<file path="src/rtl/gradient_window_ctrl.sv">
// Sobel window sequencer: tracks pixel column/row and qualifies fully-inside KxK windows.
// Latency: shift/address combinational with the accepted pixel; qualifiers, rotate and error one cycle later.
// Backpressure: none; gaps in i_pixel_valid stall the counters and the registered qualifiers drop to 0.
module gradient_window_ctrl #(
    parameter int KERNEL_SIZE  = 5,
    parameter int IMAGE_WIDTH  = 10,
    parameter int IMAGE_HEIGHT = 10
) (
    input  logic                                                 i_clk,
    input  logic                                                 i_reset,
    input  logic                                                 i_pixel_valid,
    input  logic                                                 i_start_of_frame,
    output logic                                                 o_shift_en,
    output logic [((IMAGE_WIDTH  > 1) ? $clog2(IMAGE_WIDTH)  : 1)-1:0] o_lb_wr_addr,
    output logic                                                 o_lb_rotate,
    output logic                                                 o_kernel_valid,
    output logic                                                 o_kernel_sof,
    output logic                                                 o_kernel_eof,
    output logic [((IMAGE_WIDTH  > 1) ? $clog2(IMAGE_WIDTH)  : 1)-1:0] o_col,
    output logic [((IMAGE_HEIGHT > 1) ? $clog2(IMAGE_HEIGHT) : 1)-1:0] o_row,
    output logic                                                 o_frame_error,
    output logic                                                 o_busy
);

    localparam int CW = (IMAGE_WIDTH  > 1) ? $clog2(IMAGE_WIDTH)  : 1;
    localparam int RW = (IMAGE_HEIGHT > 1) ? $clog2(IMAGE_HEIGHT) : 1;

    localparam logic [CW-1:0] COL_LAST = CW'(IMAGE_WIDTH - 1);
    localparam logic [CW-1:0] COL_K    = CW'(KERNEL_SIZE - 1);
    localparam logic [CW-1:0] COL_ONE  = CW'(1);
    localparam logic [RW-1:0] ROW_LAST = RW'(IMAGE_HEIGHT - 1);
    localparam logic [RW-1:0] ROW_K    = RW'(KERNEL_SIZE - 1);
    localparam logic [RW-1:0] ROW_ONE  = RW'(1);

    typedef enum logic [1:0] {
        IDLE   = 2'd0,
        FILL   = 2'd1,
        ACTIVE = 2'd2
    } state_t;

    state_t        state_q, state_d;
    logic [CW-1:0] col_q, col_d, pix_col;
    logic [RW-1:0] row_q, row_d, pix_row;
    logic          accept, restart, last_col, last_row;
    logic          rotate_q, kvalid_q, ksof_q, keof_q, error_q, busy_q;

    always_comb begin
        restart  = i_pixel_valid & i_start_of_frame;
        accept   = i_pixel_valid & ((state_q != IDLE) | i_start_of_frame);
        // A sof pixel is always position (0,0), even when it aborts a frame mid-way.
        pix_col  = restart ? '0 : col_q;
        pix_row  = restart ? '0 : row_q;
        last_col = (pix_col == COL_LAST);
        last_row = (pix_row == ROW_LAST);
        col_d    = col_q;
        row_d    = row_q;
        state_d  = state_q;
        if (accept) begin
            col_d = last_col ? '0 : pix_col + COL_ONE;
            row_d = last_col ? (last_row ? '0 : pix_row + ROW_ONE) : pix_row;
            if (last_col && last_row) begin
                state_d = IDLE;
            end else if (row_d >= ROW_K) begin
                state_d = ACTIVE;
            end else begin
                state_d = FILL;
            end
        end
    end

    always_ff @(posedge i_clk) begin
        if (i_reset) begin
            state_q  <= IDLE;
            col_q    <= '0;
            row_q    <= '0;
            rotate_q <= 1'b0;
            kvalid_q <= 1'b0;
            ksof_q   <= 1'b0;
            keof_q   <= 1'b0;
            error_q  <= 1'b0;
            busy_q   <= 1'b0;
        end else begin
            state_q  <= state_d;
            col_q    <= col_d;
            row_q    <= row_d;
            rotate_q <= accept & last_col;
            kvalid_q <= accept & (pix_row >= ROW_K) & (pix_col >= COL_K);
            ksof_q   <= accept & (pix_row == ROW_K) & (pix_col == COL_K);
            keof_q   <= accept & last_row & last_col;
            error_q  <= restart & (state_q != IDLE);
            busy_q   <= (state_d != IDLE);
        end
    end

    assign o_shift_en     = accept;
    assign o_lb_wr_addr   = pix_col;
    assign o_lb_rotate    = rotate_q;
    assign o_kernel_valid = kvalid_q;
    assign o_kernel_sof   = ksof_q;
    assign o_kernel_eof   = keof_q;
    assign o_col          = col_q;
    assign o_row          = row_q;
    assign o_frame_error  = error_q;
    assign o_busy         = busy_q;

endmodule

</file>
<file path="config.mk">
export PLATFORM = sky130hd
export DESIGN_NAME = gradient_window_ctrl
export DESIGN_NICKNAME = d
export VERILOG_FILES = /design/src/rtl/gradient_window_ctrl.sv
export SDC_FILE = /design/constraint.sdc
export NUM_CORES = 1
export LEC_CHECK = 0
export CAP_MARGIN = 20
export CORE_UTILIZATION = 45
export DETAILED_ROUTE_END_ITERATION = 8
export HOLD_SLACK_MARGIN = 0.06
export PLACE_DENSITY = 0.78
export SYNTH_ARGS = -nofsm -noshare
export SYNTH_HDL_FRONTEND = slang
export SYNTH_SLANG_ARGS = --single-unit
</file>
<file path="constraint.sdc">
create_clock -name i_clk -period 1.5 [get_ports i_clk]
set_input_delay 0.3 -clock i_clk [delete_from_list [all_inputs] [get_ports i_clk]]
set_output_delay 0.3 -clock i_clk [all_outputs]
set_load 0.01 [all_outputs]
</file>
Word level (Yosys, flattened, before mapping)
Index checks and enable logic that the tools add are counted.
- register bits: 16
- bits in latches: 0
- bits in writable memories: 0
- ROM bits: 0
- input bits: 4
- output and inout bits: 19
- word-level logic and storage cells: 40
- memories: 0
- add/subtract/negate cells: 2
- multiply operators: 0
- div/mod/pow operators: 0
- magnitude comparators: 3
- eq/ne operators: 4
- shifts and indexed selects: 0
- muxes and demuxes: 8
- bitwise gates (word level): 11
- reduce and logical (&&, ||, !) cells: 3
- operators with widths (operator ; number):
    $mux 4 ; 5
    $ge 4x3->1 const B ; 3
    $and 1x1->1 ; 10
    $add 4x1->4 const B ; 2
    $eq 4x3->1 const B ; 2
    $eq 4x4->1 const B ; 2
    $mux 2 ; 3
    $reduce_bool 2->1 ; 2
    $logic_and 1x1->1 ; 1
    $or 1x1->1 ; 1

Logic depth before layout (Yosys ltp)
- depth after elaboration: 10
- mapped depth: 6
- depth with buffers taken out: 5

Worst setup path after synthesis
Ideal clock, no wire load.
- path type: reg-to-reg
- from: reg col_q[2] (netlist: o_col[2])
- to: reg state_q[0]
- setup time: 0.117 ns
- arrival: 1.371 ns
- path slack: 0.012 ns
- stages on the path, launching flop included: 5
- path buffers: 0
- path through: dfxtp_1 and4b_2 nand2_1 mux2_2 a32o_1
- longest elaborated chain between the ends: 7
- elaborated cells on any way between the ends: 8
- classes of those cells: order compare: 1; eq/ne: 1; mux: 5; reduce/logical: 1
- RTL lines (element ; line ; RTL):
    from (decl) ; 42 ; logic [CW-1:0] col_q, col_d, pix_col;
    from (signal assigned) ; 84 ; col_q <= col_d;
    $mux 4 (*) ; 51 ; pix_col = restart ? '0 : col_q;
    $eq 4x4->1 (*) ; 53 ; last_col = (pix_col == COL_LAST);
    $mux 4 ; 60 ; row_d = last_col ? (last_row ? '0 : pix_row + ROW_ONE) : pix_row;
    $ge 4x3->1 ; 63 ; end else if (row_d >= ROW_K) begin
    $mux 2 ; 63 ;
    $mux 2 (*) ; 61 ; if (last_col && last_row) begin
    $mux 2 (*) ; 58 ; if (accept) begin
    to (signal assigned) ; 83 ; state_q <= state_d;
    to (decl) ; 41 ; state_t state_q, state_d;
Every way passes the cells marked *; elsewhere a longest branch is shown, timed or not.
A chain may end at the register's enable or synchronous reset.

Final worst setup path
- from: reg col_q[2] (netlist: o_col[2])
- to: reg row_q[1] (netlist: o_row[1])
- longest elaborated chain between the ends: 3
- RTL lines (element ; line ; RTL):
    $mux 4 ; 51 ;
    $eq 4x4->1 ; 53 ;
    $mux 4 ; 60 ;
    to (signal assigned) ; 85 ; row_q <= row_d;
    to (decl) ; 43 ; logic [RW-1:0] row_q, row_d, pix_row;
No other way between the ends.

==> metrics.txt <==
TritonCTS clock tree=built; crit path time final=between 1 and 1.5 ns; number of nets still failing antenna checks after routing=0; H-tree depth reported by CTS=1; FF-to-FF Start=o_col[2]; commonest cells after routing, fill and taps aside=sky130_fd_sc_hd__buf_4, sky130_fd_sc_hd__nor2_1, sky130_fd_sc_hd__dlygate4sd2_1, sky130_fd_sc_hd__dfxtp_1, sky130_fd_sc_hd__o21ai_0; Skew-Pair Late Insertion Delay=roughly 0.28 ns; number of cells on the worst reg-to-reg path=4; Final Max Slew Viols=0; end of the worst hold path=o_col[0]; ys async rst share=0%; leakage component of the power=0.521 nW; crit path DAT=between 1.5 and 2 ns; PnR worst setup slack=0.0222 ns; violation count after the first detailed-route iteration=43; count of max-cap constraint violations=0; worst max-slew margin expressed relative to the limit=around 75%; total congestion overflow after global routing=0; Root Driver=sky130_fd_sc_hd__clkbuf_4; number of endpoints with negative hold slack in the final report=0; global-route met2 utilization=41.8%; most common cell after layout, fill and taps aside=sky130_fd_sc_hd__buf_4; boundary pin count=23; Max FO, Critical Path=3; setup violation total in the final timing report=0; drt wl/cell=around 15 µm; Num Clock Sinks=16; synthesized instance count=95; maximum buffer depth of the clock tree=2; wire length of the first global-routing pass=3.44 mm; most instantiated flip-flop cell in the synthesis netlist=sky130_fd_sc_hd__dfxtp_1; result of the run=finished with violations; Remaining DRCs=3; final core utilization=77.0%; hold slack=0.481 ns; Worst EP required=1.71 ns; top cell type's share of synthesized area=40.9%; signed area change from the synthesized netlist to the final layout=53.4%; post-synthesis sequential area ratio=40.9%; Total Wirelength=2.35 mm; maximum ir drop on the vdd rail=0.646 mV; setup TNS=0 ns; Distinct cells, synth=31; mapped cell area=approximately 780 µm²; clock buffer count from CTS=3; die span in x=43.7 µm; # placed instances=152; drt pass-1 iters=6; transition time at the pin with the least slew margin=0.365 ns; synthesized flop and latch total=16; violated checks=design-rule violations; number of port buffers=22; Overall Global Routing Usage=between 20 and 30%; most used routing layer in global routing=met2; via count of the first global-routing pass=795; achievable frequency=0.677 GHz; via/cell ratio=5.74; number of antenna violations at the first check in global routing=0; leading area contributor after synthesis=sky130_fd_sc_hd__dfxtp_1; die height=43.7 µm; critical path start-end classification=reg2reg; number of flops mapped to enable cells by yosys=0; Clock Skew=0.00420 ns; detailed-placement wirelength estimate=1.72 mm; met1 GRT Util=29.9%; Worst Hold Class=in2reg; pwr/cell area=between 600 and 700 mW/mm²; startpoint of the tightest hold check path=i_start_of_frame; top area cells in the synthesized netlist=sky130_fd_sc_hd__dfxtp_1, sky130_fd_sc_hd__nor2_1, sky130_fd_sc_hd__o21ai_0; average footprint of a synthesized cell=8.24 µm²; Rows=14; met3 usage in global routing=4.17%; final weighted congestion in routability-driven placement=0.926; Final Net Count=145; clock transition at the register clock pins on the worst setup and hold paths after CTS=0.09 ns; worst r2r dst=o_row[1]; fin cells=155; r2r setup slk=0.02 ns; CTS Hold Buffers Added=0; startpoint type of the worst setup path=register; pre-CTS setup slack=-0.586 ns; effective utilization at floorplan=50.2%; area of the die=0.00191 mm²; yosys synthesis warning count=0; type of element capturing the critical path=register; share of post-route cells with drive strength above 1=30.9%; vias=890; period utilisation layout=between 90% and 100%; Worst Hold Depth=3; ant diodes=0; maximum number of pins on one net before global-route repair=10; standard cell core area=approximately 0.0016 mm²; post-synth net total=99; Post-CTS Repair Setup Buffers=0
==> layout make-up <==
class	instances	area (µm²)
Inverter	2	7.51
Multi-Input combinational cell	74	459
Timing Repair Buffer	44	365
Tap cell	16	20.0
Fill cell	127	358
Clock buffer	3	22.5
Sequential cell	16	327
==> cell families (layout without fill, tap and decap cells) <==
kind of cell | after synthesis | after routing | share of synthesized area (%)
simple gates | 49 | 49 | 34.0
mux | 1 | 1 | 1.44
compound gates | 21 | 21 | 17.3
flops | 16 | 16 | 40.9
xor+xnor | 3 | 3 | 3.36
buf+inv | 5 | 49 | 3.03
==> through the flow <==
stage / cell area [µm²] / power, mW
floorplan: 783 / 0.503
global placement: 1170 / 0.570
detailed placement: 1170 / 0.573
CTS: 1190 / 0.782
global route: 1200 / 0.808
finish: 1200 / 0.782
==> synthesized netlist by cell type, types with 2 or more instances <==
cell,count
sky130_fd_sc_hd__nand4_1,4
sky130_fd_sc_hd__dfxtp_1,16
sky130_fd_sc_hd__nand2_1,7
sky130_fd_sc_hd__xor2_1,2
sky130_fd_sc_hd__nand3_1,4
sky130_fd_sc_hd__and4b_2,2
sky130_fd_sc_hd__a21oi_1,7
sky130_fd_sc_hd__and2_1,4
sky130_fd_sc_hd__nor2_1,14
sky130_fd_sc_hd__nor3_1,2
sky130_fd_sc_hd__or4_1,2
sky130_fd_sc_hd__nor2b_1,5
sky130_fd_sc_hd__o21ai_0,8
==> metal layers <==
layer / vias to the layer above / part of all wire [%]
met4: 0 / 3.4
li1: 425 / -
met3: 13 / 7.1
met5: - / 0
met2: 42 / 47
met1: 410 / 42
==> critical path, cell delays in order, from the launching register on <==
cell                      delay (ns)
sky130_fd_sc_hd__dfxtp_1        0.34
sky130_fd_sc_hd__and4b_2        0.33
sky130_fd_sc_hd__nand3_2        0.10
sky130_fd_sc_hd__or4_4          0.49
sky130_fd_sc_hd__a21oi_2        0.16
==> how the worst max path moves through the flow <==
| stage | slack [ns] | from | endpoint | cells after the start |
|---|---|---|---|---|
| CTS | -0.06 | state_q[0] | o_shift_en | 4 |
| finish | 0.02 | o_col[2] | o_row[1] | 4 |
| global placement | -0.57 | i_start_of_frame | o_shift_en | 5 |
| detailed placement | -0.59 | i_start_of_frame | o_shift_en | 5 |
| floorplan | 0.01 | o_col[2] | state_q[0] | 4 |
| global route | -0.01 | state_q[1] | o_col[3] | 7 |
==> sequential cells by signal (all words and copies together) (netlist names) <==
| register | cells |
|---|---|
| o_busy | 1 |
| o_col | 4 |
| o_frame_error | 1 |
| o_kernel_eof | 1 |
| o_kernel_sof | 1 |
| o_kernel_valid | 1 |
| o_lb_rotate | 1 |
| o_row | 4 |
| state_q | 2 |
==> what timing repair did <==
| item | CTS | global route |
|---|---|---|
| setup endpoints to repair | 25 | 3 |
| pin swaps | 1 | 2 |
| resized for setup | 22 | 8 |
==> power breakdown <==
group          total [mW]  internal (mW)  switching [mW]
clock               0.219         0.0931           0.126
combinational       0.126         0.0594          0.0663
sequential          0.437          0.433         0.00434
total               0.782          0.585           0.197
(Power assumes the default switching activity.)
==> variant, RTL diff (same settings) <==
The parameter `IMAGE_HEIGHT` goes from 10 to 12.
--- a/src/rtl/gradient_window_ctrl.sv
+++ b/src/rtl/gradient_window_ctrl.sv
@@ -4,7 +4,7 @@
 module gradient_window_ctrl #(
     parameter int KERNEL_SIZE  = 5,
     parameter int IMAGE_WIDTH  = 10,
-    parameter int IMAGE_HEIGHT = 10
+    parameter int IMAGE_HEIGHT = 12
 ) (
     input  logic                                                 i_clk,
     input  logic                                                 i_reset,
Function: same outputs for any inputs over 10 cycles, from zero or initial values and one cycle with i_reset high; that may be too few to reach the edited logic, so the function may still have changed.
==> variant against the original RTL <==
Total power shrank 0.95%; sequential share of layout area down 1.3 points; sequential cell count unchanged; final area grew 7.6%; sequential power barely moved; synthesized area up 7.8%; worst setup slack better by 0.033 ns; critical path depth is 3 lower; routed wire length shrank 0.17%; critical path type is now flop to primary output.
==> variant: results (changes against the original RTL) <==
outcome completed (was complete, but fails checks); Worst-Margin Slew 0.349 ns (was 0.365 ns); worst vdd ir 0.000446 V (was 0.000646 V); first-pass GRT wire length 3590 um (was 3440 um); worst min path class primary input to flop (unchanged); ant diodes 0 (unchanged); Starting DRT DRC Count 32 (was 43); leakage 0.537 nW (was 0.521 nW); Total GRT Usage 24.6% (was 25.0%); Clock Latency Late Sink 0.28 ns (about the same); CTS Buffer Depth 2 (unchanged); slowest stage delay, CP 0.54 ns (was 0.49 ns); Worst-path clk slew 0.09 ns (about the same); Synth Area in Adders 2.96% (was 0%); drt wl/cell 14.1 um (was 15.2 um); fraction of layout cells with a size suffix above 1 34.8% (was 30.9%); WL met2 1110 um (about the same); Max stage delay cell, worst path clkdlybuf4s50_1 (was or4_4); clk_skew 0.00802 ns (was 0.00420 ns); met3 wire len 162 um (was 168 um); Metal-1 WL 1010 um (was 986 um); mux cell area share after synthesis 0% (was 1.44%); Synth async-reset ratio 0% (unchanged); Compound-Gate Fraction of Synth Area 23.4% (was 17.3%); port bufs 22 (unchanged); Routability Congestion 0.866 (was 0.926); TritonRoute pass-1 iters 4 (was 6); largest net degree at the start of global routing 13 (was 10); Via density 5.58 (was 5.74); sequential share of the synthesized area 37.9% (was 40.9%); Top Metal Used met4 (unchanged); main area contributors after synthesis dfxtp_1, a21oi_1, nand2_1, ha_1, inv_1 (was dfxtp_1, nor2_1, o21ai_0, a21oi_1, nor2b_1); post-synthesis net count 106 (was 99); Root Driver clkbuf_4 (unchanged); vias in the first global route 824 (was 795); initial antenna violation count 0 (unchanged); number of nets in the layout 149 (was 145); CP delay by family, top buffers and inverters (was simple AND/OR/NAND/NOR gates); Post-synth top cells dfxtp_1, a21oi_1, nand2_1 (was dfxtp_1, nor2_1, o21ai_0); Arr. time, crit path 1.14 ns (was 1.69 ns); xor/xnor share of the synthesized area 3.11% (was 3.35%); Cell variety after synth 39 (was 31); H-tree Lvls 1 (unchanged); CP Max Fanout 2 (was 3); HPWL after DPL 1670 um (was 1720 um); Syn. warnings 0 (unchanged); CTS Buf Count 3 (unchanged)
==> variant: changes by cell type after synthesis, moves of 4 or more <==
cell	change
nor2b_1	-5
nand4_1	-4
inv_1	+5
o21ai_0	-4
clkbuf_1	+4
nor2_1	-8
==> variant: path summary, 6_finish.rpt <==
kind / startpoint / end / slack (ns) / cells after the start
max: o_row[3] / o_row[3] / 0.06 / 1
max reg2reg: o_col[2] / state_q[0] / 0.07 / 4
min: i_pixel_valid / state_q[0] / 0.49 / 4
min reg2reg: o_row[1] / o_row[1] / 0.55 / 2
==> variant: cells by family (layout without fill, tap and decap cells) <==
family | after synthesis | after routing
flops | 16 | 16
simple gates | 37 | 37
fa+ha+maj | 2 | 2
buf+inv | 14 | 55
xor+xnor | 3 | 3
compound gates | 28 | 28
==> variant: stage by stage <==
step | instances | total power, mW | instance area [um2] | setup slack [ns] | hold WS (ns)
2_1_floorplan | 100 | 0.512 | 908 | -0.0715 | 0.502
3_3_place_gp | 161 | 0.565 | 1250 | -0.509 | 0.513
3_5_place_dp | 161 | 0.567 | 1250 | -0.534 | 0.537
4_1_cts | 166 | 0.780 | 1300 | -0.0369 | 0.553
5_1_grt | 166 | 0.810 | 1290 | 0.00204 | 0.479
6_report | 166 | 0.774 | 1290 | 0.0556 | 0.490
==> variant: final cells by class <==
cell class,instances,area (um2)
repair buffers,45,369
clock buffers,3,22.5
inverters,7,26.3
fillers,143,453
flip-flops and latches,16,334
multi-input cells,70,509
well taps,25,31.3
==> variant: per-layer routing <==
metal,global-route usage (%),vias up
met1,32.3,425
met3,2.40,8
met2,39.7,46
met5,0,-
met4,12.7,0
li1,-,447
==> variant: power by group <==
| part | internal, mW | switching [mW] | total, mW |
|---|---|---|---|
| Sequential | 0.430 | 0.00667 | 0.437 |
| Combinational | 0.0590 | 0.0601 | 0.119 |
| Clock | 0.0930 | 0.125 | 0.218 |
==> variant: timing repair <==
| action | in CTS | in global routing |
|---|---|---|
| hold endpoints to repair | 0 | 0 |
| endpoints found under the setup margin | 17 | 5 |
| pin swaps | 1 | 1 |
| gates cloned | 0 | 0 |
| gates resized for setup | 23 | 10 |
| setup buffers | 2 | 0 |
